===== src/rtl/seq_detect_pkg.sv =====
// Shared definitions for the parametrised serial pattern detector.
package seq_detect_pkg;

    localparam logic [15:0] DEFAULT_PAT = 16'h000B;

    localparam bit MODE_MOORE = 1'b0;
    localparam bit MODE_MEALY = 1'b1;

    function automatic int clog2(input int v);
        int r;
        r = 0;
        while ((1 << r) < v) r++;
        return r;
    endfunction

endpackage


===== src/rtl/sat_counter.sv =====
// Saturating up-counter with synchronous clear and active-low synchronous reset.
module sat_counter #(
    parameter int W = 8
) (
    input  logic         clk,
    input  logic         rstn,
    input  logic         inc,
    input  logic         clr,
    output logic [W-1:0] cnt
);

    always_ff @(posedge clk) begin
        if (!rstn) begin
            cnt <= '0;
        end else if (clr) begin
            // an increment landing on the clear cycle still counts once
            cnt <= inc ? W'(1) : '0;
        end else if (inc && (cnt != '1)) begin
            cnt <= cnt + 1'b1;
        end
    end

endmodule


===== src/rtl/seq_detect_param.sv =====
// Serial pattern detector: run-time loadable pattern, overlap/non-overlap,
// Moore or Mealy match flag, saturating match counter.
module seq_detect_param
    import seq_detect_pkg::*;
#(
    parameter int               PAT_W     = 4,
    parameter logic [PAT_W-1:0] RESET_PAT = PAT_W'(DEFAULT_PAT),
    parameter bit               OVERLAP   = 1'b1,
    parameter bit               MEALY     = MODE_MOORE,
    parameter int               CNT_W     = 8
) (
    input  logic                         clk,
    input  logic                         rstn,
    input  logic                         en,
    input  logic                         x_in,
    input  logic                         pat_load,
    input  logic [PAT_W-1:0]             pat_in,
    input  logic                         cnt_clr,
    output logic                         y_out,
    output logic [clog2(PAT_W+1)-1:0]    state,
    output logic [CNT_W-1:0]             match_cnt
);

    localparam int SW = clog2(PAT_W + 1);

    logic [PAT_W-1:0] pattern, pattern_nx;
    logic [PAT_W-1:0] hist, hist_nx, nhist;
    logic [SW-1:0]    state_nx;
    logic             hit;
    logic             y_reg;

    always_comb begin
        nhist      = {hist[PAT_W-2:0], x_in};
        hit        = en && !pat_load && (state >= SW'(PAT_W - 1)) && (nhist == pattern);
        pattern_nx = pattern;
        hist_nx    = hist;
        state_nx   = state;
        if (pat_load) begin
            pattern_nx = pat_in;
            hist_nx    = '0;
            state_nx   = '0;
        end else if (en) begin
            if (hit && !OVERLAP) begin
                hist_nx  = '0;
                state_nx = '0;
            end else begin
                // on an overlapping hit the fill count is already >= PAT_W-1,
                // so saturating increment lands on PAT_W
                hist_nx  = nhist;
                state_nx = (state == SW'(PAT_W)) ? state : state + 1'b1;
            end
        end
    end

    always_ff @(posedge clk) begin
        if (!rstn) begin
            pattern <= RESET_PAT;
            hist    <= '0;
            state   <= '0;
            y_reg   <= 1'b0;
        end else begin
            pattern <= pattern_nx;
            hist    <= hist_nx;
            state   <= state_nx;
            y_reg   <= hit;
        end
    end

    assign y_out = (MEALY == MODE_MEALY) ? (rstn & hit) : y_reg;

    sat_counter #(.W(CNT_W)) u_cnt (
        .clk  (clk),
        .rstn (rstn),
        .inc  (hit),
        .clr  (cnt_clr),
        .cnt  (match_cnt)
    );

endmodule

===== config.mk =====
export PLATFORM = sky130hd
export DESIGN_NAME = seq_detect_param
export DESIGN_NICKNAME = d
export VERILOG_FILES = /design/src/rtl/seq_detect_pkg.sv /design/src/rtl/sat_counter.sv /design/src/rtl/seq_detect_param.sv
export SDC_FILE = /design/constraint.sdc
export NUM_CORES = 1
export LEC_CHECK = 0
export ABC_AREA = 0
export CELL_PAD_IN_SITES_DETAIL_PLACEMENT = 0
export CELL_PAD_IN_SITES_GLOBAL_PLACEMENT = 1
export CORE_AREA = 3 3 54 56
export DETAILED_ROUTE_END_ITERATION = 6
export DIE_AREA = 0 0 57 59
export HOLD_SLACK_MARGIN = 0.08
export PLACE_DENSITY = 0.88
export SLEW_MARGIN = 30
export SYNTH_ARGS = -nofsm -noshare
export SYNTH_HDL_FRONTEND = slang
export SYNTH_HIERARCHICAL = 1
export SYNTH_SLANG_ARGS = --single-unit
export TNS_END_PERCENT = 10

===== constraint.sdc =====
create_clock -name clk -period 6.1 [get_ports clk]
set_input_delay 0.61 -clock clk [delete_from_list [all_inputs] [get_ports clk]]
set_output_delay 0.61 -clock clk [all_outputs]
set_load 0.01 [all_outputs]

Word level (Yosys, flattened, before mapping)
Index checks and enable logic that the tools add are counted.
Word-level totals
  bits of input ports: 10
  output and inout bits: 12
  register bits after elaboration: 19
  word-level logic and storage cells: 24
Operators by class
  add/sub/neg operators: 2
  multiplexer cells: 3
  $lt $le $gt $ge: 1
  eq/ne operators: 3
  bitwise gates (word level): 2
  reductions and logical operators: 8
Operators with widths (number)
  2-to-1 mux 8 bit: 2
  adder 8 x 1 -> 8 bit (second input constant): 1
  != test 8 bit (second input constant): 1
  equality test 4 bit: 1
  logical AND 1 bit: 4
  adder 3 x 1 -> 3 bit (second input constant): 1
  equality test 3 bit (second input constant): 1
  greater-or-equal comparator 3 x 2 -> 1 bit (second input constant): 1
  NOT 1 bit: 2
  AND reduction 2 bit: 1
  nonzero test 2 bit: 1
  OR reduction 2 bit: 1
  logical NOT 1 bit: 1
  2-to-1 mux 1 bit: 1

Longest topological paths before layout
Gate-level depths: netlist of the first run.
  word-level depth: 7
  mapped depth: 8
  gate-level depth less buffers: 8

Cells and area by module
The synthesis of the first run kept the hierarchy.
Modules (own cells, without submodules)
  seq_detect_param: seq. area each 220.2 sq um, cells an instance 52, area an instance 529.3 sq um, times used 1
  sat_counter: seq. area each 160.2 sq um, cells an instance 49, area an instance 426.7 sq um, times used 1

Worst setup path before layout of the first run
Ideal clock, no wire load.
  kind: reg-to-reg
  start: reg state[0]
  end: reg u_cnt.cnt[5]
  required time: 5.968 ns
  arrival time: 2.016 ns
  setup time: 0.132 ns
  stages on the path, launching flop included: 9
  buffers on the path: 0
  period minus slack after synthesis: 2.148 ns
  path slack: 3.952 ns
  path through: dfxtp_1 > ha_1 > ha_1 > a211o_1 > nand4_1 > nor3_1 > nand4_2 > a2111oi_0 > nor3b_1
On the way
  word-level cells in the longest chain between the ends: 5
Ends and longest elaborated chain
  from (decl): line seq_detect_param.sv:20  | output logic [clog2(PAT_W+1)-1:0] state,
  from (signal assigned): line seq_detect_param.sv:64  | state <= state_nx;
  greater-or-equal comparator 3 x 2 -> 1 bit: line seq_detect_param.sv:34  | hit = en && !pat_load && (state >= SW'(PAT_W - 1)) && (nhist == pattern);
  logical AND 1 bit (2 in a row): line seq_detect_param.sv:34
  named net hit: line seq_detect_param.sv:29  | logic hit;
  logical AND 1 bit: line sat_counter.sv:18  | end else if (inc && (cnt != '1)) begin
  nonzero test 2 bit (no source line)
  to (signal assigned): line sat_counter.sv:17  | cnt <= inc ? W'(1) : '0;
  to (signal assigned): line sat_counter.sv:19  | cnt <= cnt + 1'b1;
  to (decl): line sat_counter.sv:9  | output logic [W-1:0] cnt
The timed path passes the listed nets, and every way through them passes these cells.
A chain may end at the register's enable or synchronous reset.

Final worst setup path of the first run
  start: in x_in
  end: reg u_cnt.cnt[4]
On the way
  word-level cells in the longest chain between the ends: 4
Ends and longest elaborated chain
  from (decl): line seq_detect_param.sv:15  | input logic x_in,
  equality test 4 bit: line seq_detect_param.sv:34
  logical AND 1 bit: line seq_detect_param.sv:34
  named net hit: line seq_detect_param.sv:29
  logical AND 1 bit: line sat_counter.sv:18
  nonzero test 2 bit (no source line)
The timed path passes the listed nets, and every way through them passes these cells.

==> flow_summary.toml, run 1 <==
[global_routing]
antenna_found_initial = 0
grt_pass1_wl_mm = 3.71
grt_overflow = 0
grt_max_degree = 12
grt_pass1_vias = 855
grt_util_all_layers_pct = 13.9

[die]
start_util_pct = 38.6
pin_count = 22
die_height_um = 59
core-area_um2 = 2480
die-area_um2 = 3360
row_count = 18
fp.dieW_um = 57

[setup_path]
critPathMaxFanout = 7
critPathSlowestCell = "nor3_1"
r2r_setup_slack_ns = 3.61
start_kind = "input port"
crit_family = "simple AND/OR/NAND/NOR gates"
cpPeakStageDelay_ns = 0.61
crit_start = "x_in"
cp.depth = 7
arrival_ns = 2.78
path_cells = "clkdlybuf4s50_1, xnor2_1, nand4_1, nor3_1, nand3_1, o311ai_0, o41ai_1"
ff2ff_path_depth = 8
crit-reg2reg-capture = "u_cnt/cnt[4]"
path_class = "in -> reg"
worst-path-buf-inv = 1
required_ns = 6.28
cp-endpoint = "u_cnt/cnt[4]"
end_kind = "register"
timing.rr.start = "state[0]"

[power_and_ir_drop]
power_switching_uw = 51.6
power_density_nw_per_um2 = 178
finalPower_uw = 215
pwr-share-comb_pct = 9.8
ir_drop_mv = 0.175
p_leak_nw = 0.446
clock_power_share_pct = 30.4
p_int_uw = 163
seq_power_share_pct = 59.8
switching_share_pct = 24.0

[place]
dp_hpwl_mm = 1.54
place_congestion = 0.878
portBuffers = 21
place_area_um2 = 1180

[yosys]
yosys_register_bits = 19
synth_common_cells = "dfxtp_1, mux2i_1, inv_1, nand2_1"
synthArstFlopShare_pct = 0
netlist_instances = 101
syn_nets = 115
ys_warn_count = 6
postSynthAreaPerCell_um2 = 9.46
ys_seq_area_share_pct = 39.8
synth_cell_type_count = 32
yosys_most_used_dff = "dfxtp_1"
yosysMostFrequentCell = "dfxtp_1"
synth-edff-count = 0
synthesis.area_um2 = 956
synth.largest_area_cell = "dfxtp_1"
synthDominantCellAreaShare_pct = 39.8
synthTopCellsByArea = "dfxtp_1, mux2i_1, ha_1"

[routing]
antenna_left = 0
drt-initial-drc-count = 21
drc = 0
wl_per_cell_um = 13.4
first_pass_iters = 4
drt-total-wl_mm = 2.07
routed_via_density = 5.40
dr_total_vias = 831

[clock_tree]
insertion_delay_ns = 0.31
cts_inserted_buffers = 3
cts_tree = "yes"
cts_root_buffer = "clkbuf_4"
cts_setup_buffers = 0
clock_path_buffers = 2
hold_buffers = 0
clkTransAtPathRegs_ns = 0.10
cts.sinks = 19
ctsResizeCount = 0
cts_max_level = 1

[timing]
final-hold-violation-count = 0
slew_violations = 0
worstMarginPinSlew_ns = 0.713
slew_headroom_pct = 52.1
clock_skew_ns = 0.00959
period_share_pct = 42.6
fin_tns_setup_ns = 0
period_needed_ns = 2.60
setup_viol = 0
max_freq_mhz = 385
rsz0062_at_grt = "false"

[worst_hold_path]
hold_path_class = "reg -> reg"
hold_depth = 2

[layout]
drive_above_1_share_pct = 6.45
final_cell_area_um2 = 1210
area_delta_synth_final_pct = 26.4
n_antenna_cell = 0
nNetsFinal = 139

[run]
drv_cap = 0

[outcome]
status = "complete, no violations"
-- routing by layer --
layer | part of all wire, % | GRT usage, % | up-vias
li1 | - | - | 411
met1 | 45 | 16.3 | 384
met2 | 47 | 23.7 | 30
met3 | 5.4 | 4.79 | 6
met4 | 1.6 | 4.97 | 0
met5 | 0 | 0 | -
-- final cells by class --
cell class                      count  area [um^2]
Timing Repair Buffer               21          210
Clock buffer                        3         22.5
Inverter                            8         30.0
Clock inverter                      1         5.00
Multi-Input combinational cell     72          523
Sequential cell                    19          380
Fill cell                         267         1270
Tap cell                           30         37.5
-- through the flow --
stage,utilization [%],hold WS [ns],setup WS [ns],std cells
2_1_floorplan,-,0.462,3.95,101
3_3_place_gp,47.7,0.484,3.31,150
3_5_place_dp,47.7,0.494,3.24,150
4_1_cts,48.8,0.522,3.56,154
5_1_grt,48.8,0.549,3.33,154
6_report,48.8,0.507,3.50,154
-- power by group through the flow --
| stage | sequential, mW | clock, mW | combinational, mW |
|---|---|---|---|
| after floorplan | 0.131 | 0 | 0.0127 |
| after global placement | 0.131 | 0 | 0.0208 |
| after detailed placement | 0.131 | 0 | 0.0212 |
| after CTS | 0.128 | 0.0697 | 0.0214 |
| after global routing | 0.129 | 0.0727 | 0.0233 |
| final | 0.128 | 0.0653 | 0.0211 |
-- sequential cells by signal (all words and copies together), names as in the netlist --
| register | cells |
|---|---|
| state | 3 |
| u_cnt/cnt | 8 |
| pattern | 4 |
| y_out | 1 |
| hist | 3 |
-- cells by family (layout without fill, tap and decap cells) --
family                     Yosys count  after routing  share of synthesized area (%)
AOI/OAI and AO/OA                   18             18                           14.3
DFF                                 19             19                           39.8
buffers and inverters               10             33                           5.50
and+or+nand+nor                     35             35                           20.2
xor gates and xnor gates             5              5                           4.58
muxes                               10             10                           10.5
adders and majority gates            4              4                           5.24
-- layout by cell type, fill, tap and decap left out, types with 3 or more instances in the layout --
cell,count
ha_1,4
inv_1,8
mux2i_1,10
dfxtp_1,19
xnor2_1,5
o21ai_0,5
nor2b_1,3
nor4_1,3
nor3_1,3
nor2_1,5
clkdlybuf4s50_1,21
nand2_1,8
clkbuf_4,3
-- worst reg2reg max path, cell delays in order (launching register included) --
cell and delay, ns:
dfxtp_1 0.43, ha_1 0.18, ha_1 0.14, a211o_1 0.10, nand4_1 0.10, nor3_1 0.61, nand3_1 0.30, o311ai_0 0.38
o41ai_1 0.13
-- worst min-delay path by stage --
stage,start,to,slack [ns]
floorplan,pattern[0],pattern[0],0.46
global placement,pattern[1],pattern[1],0.48
detailed placement,pattern[3],pattern[3],0.49
CTS,pattern[3],pattern[3],0.52
global route,pattern[1],pattern[1],0.55
finish,pattern[3],pattern[3],0.51
(Power assumes the default switching activity.)
==> run 2: changes to the inputs <==
--- a/config.mk
+++ b/config.mk
@@ -8,11 +8,11 @@
 export ABC_AREA = 0
 export CELL_PAD_IN_SITES_DETAIL_PLACEMENT = 0
 export CELL_PAD_IN_SITES_GLOBAL_PLACEMENT = 1
-export CORE_AREA = 3 3 54 56
+export CORE_AREA = 3 3 58 60
 export DETAILED_ROUTE_END_ITERATION = 6
-export DIE_AREA = 0 0 57 59
+export DIE_AREA = 0 0 61 63
 export HOLD_SLACK_MARGIN = 0.08
-export PLACE_DENSITY = 0.88
+export PLACE_DENSITY = 0.81
 export SLEW_MARGIN = 30
 export SYNTH_ARGS = -nofsm -noshare
 export SYNTH_HDL_FRONTEND = slang
==> constraint.sdc (replaced) <==
create_clock -name clk -period 2.2 [get_ports clk]
set_input_delay 0.22 -clock clk [delete_from_list [all_inputs] [get_ports clk]]
set_output_delay 0.22 -clock clk [all_outputs]
set_load 0.01 [all_outputs]
==> flow_summary.toml, run 2 (synthesis results as in run 1) <==
[global_routing]
grt_max_degree = 12
antenna_found_initial = 0
grt_util_all_layers_pct = 11.2
grt_pass1_wl_mm = 3.31
grt_pass1_vias = 805
grt_overflow = 0

[layout]
top_register = "u_cnt/cnt"
drive_above_1_share_pct = 10.9
nFillCells = 313
largestRegisters = "u_cnt/cnt: 8 flops, pattern: 4 flops"
n_antenna_cell = 0
layout_common_cells = "clkdlybuf4s50_1, dfxtp_1, mux2i_1, inv_1, nand2_1"
final_cell_area_um2 = 1250
nNetsFinal = 143
largest_register_ffs = 8
area_delta_synth_final_pct = 30.8
final_common_cell = "clkdlybuf4s50_1"

[timing]
max_freq_mhz = 495
fin_ws_ns = 0.180
fin_tns_setup_ns = 0
clock_skew_ns = 0.00230
slew_violations = 0
worstMarginPinSlew_ns = 0.348
period_needed_ns = 2.02
slew_headroom_pct = 76.8
final-hold-violation-count = 0
setup_viol = 0
rsz0062_at_grt = "false"
period_share_pct = 91.8

[setup_path]
critPathSlowestCell = "dfxtp_2"
cp-endpoint = "u_cnt/cnt[5]"
path_cells = "ha_1, ha_1, a211o_1, nand4_1, nor3_1, buf_4, nand4_2, a2111oi_2, nor3b_1"
cpMostUsedCell = "ha_1"
cpPeakStageDelay_ns = 0.38
start_kind = "register"
arrival_ns = 2.21
r2r_setup_slack_ns = 0.18
critPathMaxFanout = 7
path_class = "reg -> reg"
end_kind = "register"
crit_start = "state[1]"
crit-reg2reg-capture = "u_cnt/cnt[5]"
timing.rr.start = "state[1]"
required_ns = 2.39
ff2ff_path_depth = 9

[die]
pin_count = 22
die-area_um2 = 3840
row_count = 20
start_util_pct = 32.1
fp.dieW_um = 61
core-area_um2 = 2980
die_height_um = 63

[routing]
routed_via_density = 5.14
drc = 0
drt-total-wl_mm = 2.03
antenna_left = 0
dr_total_vias = 827
drt-initial-drc-count = 29
first_pass_iters = 5
wl_per_cell_um = 12.6

[clock_tree]
cts_max_level = 1
cts_root_buffer = "clkbuf_4"
clock_path_buffers = 2
clkTransAtPathRegs_ns = 0.11
cts_tree = "yes"
hold_buffers = 0
cts.sinks = 19
insertion_delay_ns = 0.30
cts_inserted_buffers = 3

[place]
portBuffers = 21
place_congestion = 0.871
pre_cts_slack_ns = 0.000377
place_area_um2 = 1210
dp_hpwl_mm = 1.56

[power_and_ir_drop]
p_leak_nw = 0.467
p_int_uw = 456
power_switching_uw = 143
clock_power_share_pct = 30.0
seq_power_share_pct = 59.4
pwr-share-comb_pct = 10.6
ir_drop_mv = 0.212
switching_share_pct = 23.8
power_density_nw_per_um2 = 479

[outcome]
status = "complete, no violations"

[worst_hold_path]
hold_path_class = "in -> reg"

[run]
drv_cap = 0
[run 2: cell count changes in the layout (fill, tap and decap cells not counted), sizes merged]
cell	before	now
buf	0	4
[run 2: cell type report]
class / instances / area, um^2 / area share (%)
repair buffers: 25 / 240 / 19.2
multi-input cells: 72 / 529 / 42.3
well taps: 33 / 41.3 / 3.30
clock inverters: 1 / 5.00 / 0.400
flip-flops and latches: 19 / 382 / 30.5
inverters: 8 / 30.0 / 2.40
clock buffers: 3 / 22.5 / 1.80
[run 2: metrics by stage]
stage	instances	power (mW)	hold slack, ns	util (%)
after floorplan	101	0.399	0.282	-
after global placement	157	0.426	0.496	40.8
after detailed placement	157	0.427	0.498	40.8
after CTS	161	0.605	0.501	41.7
after global routing	161	0.629	0.515	42.0
final	161	0.598	0.514	42.0
[run 2: per-layer routing]
layer  GRT usage (%)  vias up  share of wire (%)
li1                -      417                  -
met1            13.0      378                 46
met2            18.2       30                 47
met3            4.75        2                6.8
met4            3.25        0               0.44
met5               0        -                  0
[run 2: what timing repair did]
action | in CTS | in global routing
setup buffers | 0 | 0
endpoints found under the hold margin | 0 | 0
gates resized for setup | 0 | 4
setup endpoints to repair | 0 | 3
[run 2: how the worst min path moves through the flow]
stage | startpoint | depth (start not counted) | end | slack [ns]
after floorplan | rstn | 1 | pattern[0] | 0.28
after global placement | pattern[3] | 2 | pattern[3] | 0.50
after detailed placement | pattern[3] | 2 | pattern[3] | 0.50
after CTS | en | 3 | y_out | 0.50
after global routing | pat_in[0] | 3 | pattern[0] | 0.51
final | en | 3 | y_out | 0.51
[run 2: worst max-delay path: cells and delay by family, from the launching register on]
kind                       cells  cell delay, ns
adders and majority gates      2            0.29
DFF                            1            0.38
AOI/OAI and AO/OA              2            0.47
and+or+nand+nor                4            0.59
buffers and inverters          1            0.19
[run 2: power groups by stage]
stage	sequential [mW]	clock, mW	combinational, mW
2_1_floorplan	0.363	0	0.0353
3_3_place_gp	0.363	0	0.0624
3_5_place_dp	0.363	0	0.0639
4_1_cts	0.356	0.185	0.0642
5_1_grt	0.357	0.204	0.0691
6_report	0.355	0.180	0.0633
==> run 3: changes to the inputs <==
--- a/config.mk
+++ b/config.mk
@@ -6,6 +6,7 @@
 export NUM_CORES = 1
 export LEC_CHECK = 0
 export ABC_AREA = 0
+export ABC_CLOCK_PERIOD_IN_PS = 2200
 export CELL_PAD_IN_SITES_DETAIL_PLACEMENT = 0
 export CELL_PAD_IN_SITES_GLOBAL_PLACEMENT = 1
 export CORE_AREA = 3 3 58 60
@@ -13,7 +14,7 @@
 export DIE_AREA = 0 0 61 63
 export HOLD_SLACK_MARGIN = 0.08
 export PLACE_DENSITY = 0.81
-export SLEW_MARGIN = 30
+export SLEW_MARGIN = 15
 export SYNTH_ARGS = -nofsm -noshare
 export SYNTH_HDL_FRONTEND = slang
 export SYNTH_HIERARCHICAL = 1
==> results of run 3 <==
Final layout, timing and power as in run 2 (identical DEF).
